**config.mk**
```make
export PLATFORM = sky130hd
export DESIGN_NAME = pll_phase_arbiter
export DESIGN_NICKNAME = d
export VERILOG_FILES = /design/src/rtl/pll_phase_pkg.sv /design/src/rtl/pll_phase_arbiter_rr_arbiter.sv /design/src/rtl/pll_phase_arbiter.sv
export SDC_FILE = /design/constraint.sdc
export NUM_CORES = 1
export LEC_CHECK = 0
export ABC_AREA = 1
export CAP_MARGIN = 20
export CORE_ASPECT_RATIO = 0.75
export CORE_MARGIN = 3
export CORE_UTILIZATION = 40
export CTS_CLUSTER_SIZE = 24
export DETAILED_ROUTE_END_ITERATION = 8
export SYNTH_ARGS = -nofsm -noshare
export SYNTH_HDL_FRONTEND = slang
export SYNTH_SLANG_ARGS = --single-unit
```
**constraint.sdc**
```tcl
create_clock -name i_clk -period 5.1 [get_ports i_clk]
set_input_delay 0.51 -clock i_clk [delete_from_list [all_inputs] [get_ports i_clk]]
set_output_delay 0.51 -clock i_clk [all_outputs]
set_load 0.01 [all_outputs]
```
**src/rtl/pll_phase_pkg.sv**
```systemverilog
// pll_phase_pkg: shared definitions for the PLL dynamic-phase-shift arbiter.
//   - PLL counter-select codes driven on phasecounterselect
//   - sequencer state encoding
//   - default timing parameters
package pll_phase_pkg;

    localparam logic [2:0] SEL_ALL = 3'b000;
    localparam logic [2:0] SEL_M   = 3'b001;
    localparam logic [2:0] SEL_C0  = 3'b010;
    localparam logic [2:0] SEL_C1  = 3'b011;
    localparam logic [2:0] SEL_C2  = 3'b100;
    localparam logic [2:0] SEL_C3  = 3'b101;
    localparam logic [2:0] SEL_C4  = 3'b110;

    localparam int DEF_SCAN_DIV  = 16;
    localparam int DEF_STEP_HOLD = 2;
    localparam int DEF_TIMEOUT   = 100;

    typedef enum logic [2:0] {
        ST_IDLE   = 3'd0,
        ST_SETUP  = 3'd1,
        ST_STEP   = 3'd2,
        ST_WAITLO = 3'd3,
        ST_WAITHI = 3'd4,
        ST_NEXT   = 3'd5,
        ST_FIN    = 3'd6
    } state_t;

endpackage

```
**src/rtl/pll_phase_arbiter_rr_arbiter.sv**
```systemverilog
// rr_arbiter: combinational round-robin pick.
//   i_req   : request vector
//   i_ptr   : index of the last-served requester; search starts at i_ptr+1
//   i_en    : pick only when high
//   o_grant : one-hot winner
//   o_idx   : winner index
//   o_valid : a winner exists
module rr_arbiter
    import pll_phase_pkg::*;
#(
    parameter int N_REQ = 2
) (
    input  logic [N_REQ-1:0]         i_req,
    input  logic [$clog2(N_REQ)-1:0] i_ptr,
    input  logic                     i_en,
    output logic [N_REQ-1:0]         o_grant,
    output logic [$clog2(N_REQ)-1:0] o_idx,
    output logic                     o_valid
);

    always_comb begin
        int w_cand;
        w_cand  = 0;
        o_grant = '0;
        o_idx   = '0;
        o_valid = 1'b0;
        if (i_en) begin
            // off == N_REQ lands back on the pointer itself, so it is checked last
            for (int off = 1; off <= N_REQ; off++) begin
                w_cand = (int'(i_ptr) + off) % N_REQ;
                if (!o_valid && i_req[w_cand]) begin
                    o_valid         = 1'b1;
                    o_idx           = $clog2(N_REQ)'(w_cand);
                    o_grant[w_cand] = 1'b1;
                end
            end
        end
    end

endmodule

```
**src/rtl/pll_phase_arbiter.sv**
```systemverilog
// pll_phase_arbiter: shares one PLL dynamic-phase-shift port between N_REQ
// requesters. Grants round-robin, generates scanclk, pulses phasestep once per
// step and waits for the phase_done low->high handshake after each step.
//   i_clk, i_reset_n        : system clock, synchronous active-low reset
//   i_req/i_sel_in/i_updown_in/i_nsteps_in : per-requester request and parameters
//   o_grant, o_done, o_err, o_busy         : service status back to requesters
//   i_phase_done, o_scanclk, o_phasestep,
//   o_phasecounterselect, o_phaseupdown    : PLL reconfiguration pins
module pll_phase_arbiter
    import pll_phase_pkg::*;
#(
    parameter int N_REQ     = 2,
    parameter int SCAN_DIV  = DEF_SCAN_DIV,
    parameter int STEP_HOLD = DEF_STEP_HOLD,
    parameter int TIMEOUT   = DEF_TIMEOUT
) (
    input  logic                 i_clk,
    input  logic                 i_reset_n,
    input  logic [N_REQ-1:0]     i_req,
    input  logic [3*N_REQ-1:0]   i_sel_in,
    input  logic [N_REQ-1:0]     i_updown_in,
    input  logic [8*N_REQ-1:0]   i_nsteps_in,
    output logic [N_REQ-1:0]     o_grant,
    output logic [N_REQ-1:0]     o_done,
    output logic                 o_err,
    output logic                 o_busy,
    input  logic                 i_phase_done,
    output logic                 o_scanclk,
    output logic                 o_phasestep,
    output logic [2:0]           o_phasecounterselect,
    output logic                 o_phaseupdown
);

    localparam int IW = $clog2(N_REQ);
    localparam int DW = $clog2(SCAN_DIV);
    localparam int RW = $clog2(TIMEOUT + 1);
    localparam logic [DW-1:0] DIV_LAST = DW'(SCAN_DIV - 1);
    localparam logic [RW-1:0] HOLD_N   = RW'(STEP_HOLD);
    localparam logic [RW-1:0] TO_N     = RW'(TIMEOUT);

    state_t          r_state;
    logic [IW-1:0]   r_ptr;
    logic [2:0]      r_sel;
    logic            r_ud;
    logic [7:0]      r_nsteps;
    logic [7:0]      r_stepcnt;
    logic [DW-1:0]   r_div;
    logic [RW-1:0]   r_rise;
    logic            r_errflag;
    logic [N_REQ-1:0] r_grant;
    logic [N_REQ-1:0] r_done;
    logic            r_err;
    logic            r_busy;
    logic            r_scanclk;
    logic            r_phasestep;
    logic [2:0]      r_pcs;
    logic            r_pud;

    logic [N_REQ-1:0] w_arb_grant;
    logic [IW-1:0]    w_arb_idx;
    logic             w_arb_valid;
    logic             w_clocking;
    logic             w_div_wrap;
    logic             w_rise;
    logic [RW-1:0]    w_rise_cnt;

    rr_arbiter #(.N_REQ(N_REQ)) u_arb (
        .i_req   (i_req),
        .i_ptr   (r_ptr),
        .i_en    (r_state == ST_IDLE),
        .o_grant (w_arb_grant),
        .o_idx   (w_arb_idx),
        .o_valid (w_arb_valid)
    );

    // scanclk runs only while a step is in flight; it is frozen for the single
    // NEXT cycle so every rise lands in a state that counts it.
    assign w_clocking = (r_state == ST_STEP) || (r_state == ST_WAITLO) ||
                        (r_state == ST_WAITHI);
    assign w_div_wrap = (r_div == DIV_LAST);
    assign w_rise     = w_clocking && w_div_wrap && !r_scanclk;
    assign w_rise_cnt = r_rise + RW'(1);

    always_ff @(posedge i_clk) begin
        if (!i_reset_n) begin
            r_state     <= ST_IDLE;
            r_ptr       <= '0;
            r_sel       <= SEL_ALL;
            r_ud        <= 1'b1;
            r_nsteps    <= '0;
            r_stepcnt   <= '0;
            r_div       <= '0;
            r_rise      <= '0;
            r_errflag   <= 1'b0;
            r_grant     <= '0;
            r_done      <= '0;
            r_err       <= 1'b0;
            r_busy      <= 1'b0;
            r_scanclk   <= 1'b0;
            r_phasestep <= 1'b0;
            r_pcs       <= SEL_ALL;
            r_pud       <= 1'b1;
        end else begin
            r_done <= '0;
            r_err  <= 1'b0;
            if (w_clocking) begin
                if (w_div_wrap) begin
                    r_div     <= '0;
                    r_scanclk <= ~r_scanclk;
                end else begin
                    r_div <= r_div + DW'(1);
                end
            end
            case (r_state)
                ST_IDLE: begin
                    if (w_arb_valid) begin
                        r_grant   <= w_arb_grant;
                        r_ptr     <= w_arb_idx;
                        r_busy    <= 1'b1;
                        r_sel     <= i_sel_in[int'(w_arb_idx)*3 +: 3];
                        r_ud      <= i_updown_in[w_arb_idx];
                        r_nsteps  <= i_nsteps_in[int'(w_arb_idx)*8 +: 8];
                        r_stepcnt <= '0;
                        r_errflag <= 1'b0;
                        r_state   <= ST_SETUP;
                    end
                end
                ST_SETUP: begin
                    r_pcs  <= r_sel;
                    r_pud  <= r_ud;
                    r_div  <= '0;
                    r_rise <= '0;
                    if (r_nsteps == 8'd0) begin
                        r_state <= ST_FIN;
                    end else begin
                        r_phasestep <= 1'b1;
                        r_state     <= ST_STEP;
                    end
                end
                ST_STEP: begin
                    if (w_rise) begin
                        if (w_rise_cnt == HOLD_N) begin
                            r_phasestep <= 1'b0;
                            r_rise      <= '0;   // timeout window starts here
                            r_state     <= ST_WAITLO;
                        end else begin
                            r_rise <= w_rise_cnt;
                        end
                    end
                end
                // Timeout is tested before phase_done so the counter can never
                // run past TIMEOUT and miss the abort.
                ST_WAITLO: begin
                    if (w_rise) begin
                        r_rise <= w_rise_cnt;
                        if (w_rise_cnt == TO_N) begin
                            r_errflag <= 1'b1;
                            r_state   <= ST_FIN;
                        end else if (!i_phase_done) begin
                            r_state <= ST_WAITHI;
                        end
                    end
                end
                ST_WAITHI: begin
                    if (w_rise) begin
                        r_rise <= w_rise_cnt;
                        if (w_rise_cnt == TO_N) begin
                            r_errflag <= 1'b1;
                            r_state   <= ST_FIN;
                        end else if (i_phase_done) begin
                            r_stepcnt <= r_stepcnt + 8'd1;
                            r_state   <= ST_NEXT;
                        end
                    end
                end
                ST_NEXT: begin
                    if (r_stepcnt == r_nsteps) begin
                        r_state <= ST_FIN;
                    end else begin
                        r_phasestep <= 1'b1;
                        r_rise      <= '0;
                        r_state     <= ST_STEP;
                    end
                end
                ST_FIN: begin
                    r_scanclk   <= 1'b0;
                    r_phasestep <= 1'b0;
                    r_div       <= '0;
                    r_done      <= r_grant;
                    r_err       <= r_errflag;
                    r_grant     <= '0;
                    r_busy      <= 1'b0;
                    r_state     <= ST_IDLE;
                end
                default: r_state <= ST_IDLE;
            endcase
        end
    end

    assign o_grant              = r_grant;
    assign o_done               = r_done;
    assign o_err                = r_err;
    assign o_busy               = r_busy;
    assign o_scanclk            = r_scanclk;
    assign o_phasestep          = r_phasestep;
    assign o_phasecounterselect = r_pcs;
    assign o_phaseupdown        = r_pud;

endmodule

```
==> results.toml <==
[outcome]
outcome = "finished, final reports clean"

[logic_synthesis]
synth_mux_area_share_pct = 0
synth_xor_area_share_pct = 0.968
ys_seq_area_share_pct = 35.4
synth.area.top_cells = "dfxtp_1 35%, nand2_1 12%, a21oi_1 7.7%"
ys_seq_elements = 48
syn-num-nets = 439
ys_types = 29
synth-compound-area-share_pct = 16.8
netlist.top_cell.by_area = "dfxtp_1"
yosys.area_share.simple_pct = 32.1
synth_cells = 401
synth_top_area_share_pct = 35.4
synth_area_per_cell_um2 = 6.77
synthAdderAreaFrac_pct = 4.15
yosysWarnings = 0
synth_top_family_by_area = "simple AND/OR/NAND/NOR gates"
syn_area_um2 = 2710

[route]
vias_per_cell = 4.88
drc = 0
ant_nets = 0
wirelength_um = 6390
drtPass1Iterations = 4
detail_route.iter0.violations = 115
vias = 2519
wire_per_inst_um = 12.4

[sta]
tightest_slew_ns = 0.792
finalWorstSetupSlack_ns = 2.87
grt_setup_unrepaired = "no"
max_freq_mhz = 447
relSlewSlack_pct = 47.0
fin_crit_ns = 2.23
final_hold_viol_count = 0
min_period_over_period_pct = 43.8
setup_viol = 0
finClkSkew_ns = 0.00810
fin_setup_tns_ns = 0
drv_slew = 0

[clocking]
cts_buffer_depth = 2
numCtsBuffers = 5
cts_setup_buffers = 0
tritoncts = "built"
cts.htree.levels = 2
clock_latency_ns = 0.30
cts-root-buf = "clkbuf_8"
cts_resized = 0
clk_pin_slew_ns = 0.09
cts_hold_buf = 0
cts_sinks = 48

[layout]
layout_commonest_cell = "nand2_1"
fin_nets = 473
nFillCells = 677
synthToLayoutAreaGrowth_pct = 18.5
mostFrequentLayoutCells = "89 x nand2_1, 52 x inv_1, 52 x nor2_1"
insertedDiodeCount = 0
layout-drive-gt1-share_pct = 7.36

[place]
port_buffers = 40
gp_congestion = 0.825
pre_cts_ws_ns = 2.56
dp_hpwl_um = 4860

[global_routing]
grt_pass1_vias = 2242
grt_max_degree = 24
grt-ovfl-total = 0
grt_pass1_wl_um = 10600
antenna_found_initial = 0
grt.total_usage_pct = 16.7

[pwr]
powerDensity_nw_per_um2 = 518
ir_drop_v = 0.000207
cellLeakagePower_nw = 1.33

[floorplanning]
fp.dieW_um = 101
dieArea_um2 = 7820
ioPinCount = 41
fp.dieH_um = 77.3
initial_core_util_pct = 42.1
row_count = 25
design.core.area_um2 = 6440

[critical_path]
cp.arrival_ns = 2.42
criticalPathCategory = "in2reg"
worstSetupEndpointType = "flop"
start_kind = "input pin"
worstPathMaxFanout = 22
critPathRequiredTime_ns = 5.29

[worst_hold_path]
min_path_type = "reg2reg"

[flow_run]
max-cap-violations = 0
stage by stage:
step | utilization [%] | power [W] | hold WS [ns] | cell area, um^2 | instances
after floorplan | - | 0.00126 | 0.416 | 2710 | 401
after global placement | 48.6 | 0.00145 | 0.446 | 3130 | 509
after detailed placement | 48.6 | 0.00145 | 0.442 | 3130 | 509
after CTS | 49.9 | 0.00167 | 0.457 | 3220 | 516
after global routing | 49.9 | 0.00183 | 0.485 | 3220 | 516
final | 49.9 | 0.00167 | 0.454 | 3220 | 516
sequential cells by signal (all words and copies together) (netlist names), 2 cells and up:
| signal | flops |
|---|---|
| r_div | 4 |
| o_grant | 2 |
| r_sel | 3 |
| r_rise | 7 |
| r_nsteps | 8 |
| o_done | 2 |
| r_stepcnt | 8 |
| r_state | 3 |
| o_phasecounterselect | 3 |
cell families (layout without fill, tap and decap cells):
logic type,after synthesis,in the layout
xor+xnor,3,3
simple gates,193,193
fa+ha+maj,9,9
buf+inv,68,102
flops,48,48
compound gates,80,80
layer usage:
| metal | part of all wire, % | track usage (%) | vias up | wire, um |
|---|---|---|---|---|
| li1 | - | - | 1355 | - |
| met1 | 55 | 25.9 | 1114 | 3500 |
| met2 | 39 | 23.3 | 45 | 2490 |
| met3 | 5.2 | 3.14 | 5 | 331 |
| met4 | 0.97 | 3.98 | 0 | 62 |
| met5 | 0 | 0 | - | 0 |
power breakdown:
part / leakage [nW] / switching (W) / total (W) / internal, W
registers: 0.394 / 0.000106 / 0.000609 / 0.000503
logic: 0.896 / 0.000522 / 0.000835 / 0.000313
clock network: 0.0400 / 0.000127 / 0.000221 / 0.0000931
total: 1.33 / 0.000756 / 0.00167 / 0.000909
worst max-delay path: stages:
cell	delay, ns
clkdlybuf4s50_1	0.98
inv_1	0.56
a21oi_1	0.25
o21ai_0	0.11
synthesized netlist by cell type:
cell / instances
o21bai_2: 1
nand4_1: 5
dfxtp_1: 48
buf_6: 3
o21ai_4: 1
o21ai_2: 1
buf_4: 1
nand2_4: 1
a21oi_1: 42
a221oi_1: 8
o21ai_0: 26
xor2_1: 2
nand2_2: 10
nor3b_1: 2
a21oi_2: 1
nand3_1: 21
inv_2: 3
nand3_4: 3
nor2_2: 2
inv_1: 52
nor2_4: 1
buf_2: 5
nand2_1: 89
xnor2_1: 1
nor2_1: 52
nor3_1: 6
clkbuf_1: 4
nand3_2: 1
ha_1: 9
area by class of cell:
type | count | area (um^2) | area share [%]
Sequential cell | 48 | 961 | 29.9
Clock buffer | 5 | 68.8 | 2.14
Tap cell | 81 | 101 | 3.15
Inverter | 55 | 206 | 6.42
Clock inverter | 2 | 12.5 | 0.389
Multi-Input combinational cell | 285 | 1470 | 45.6
Timing Repair Buffer | 40 | 400 | 12.5
worst paths after layout:
check,startpoint,to,slack [ns],cells past startpoint
max,i_reset_n,r_ud,2.87,4
min,o_grant[0],o_done[0],0.45,2
max reg2reg,r_state[0],r_rise[2],2.94,11
min reg2reg,o_grant[0],o_done[0],0.45,2
No activity file was read; power rests on OpenSTA's default activity.
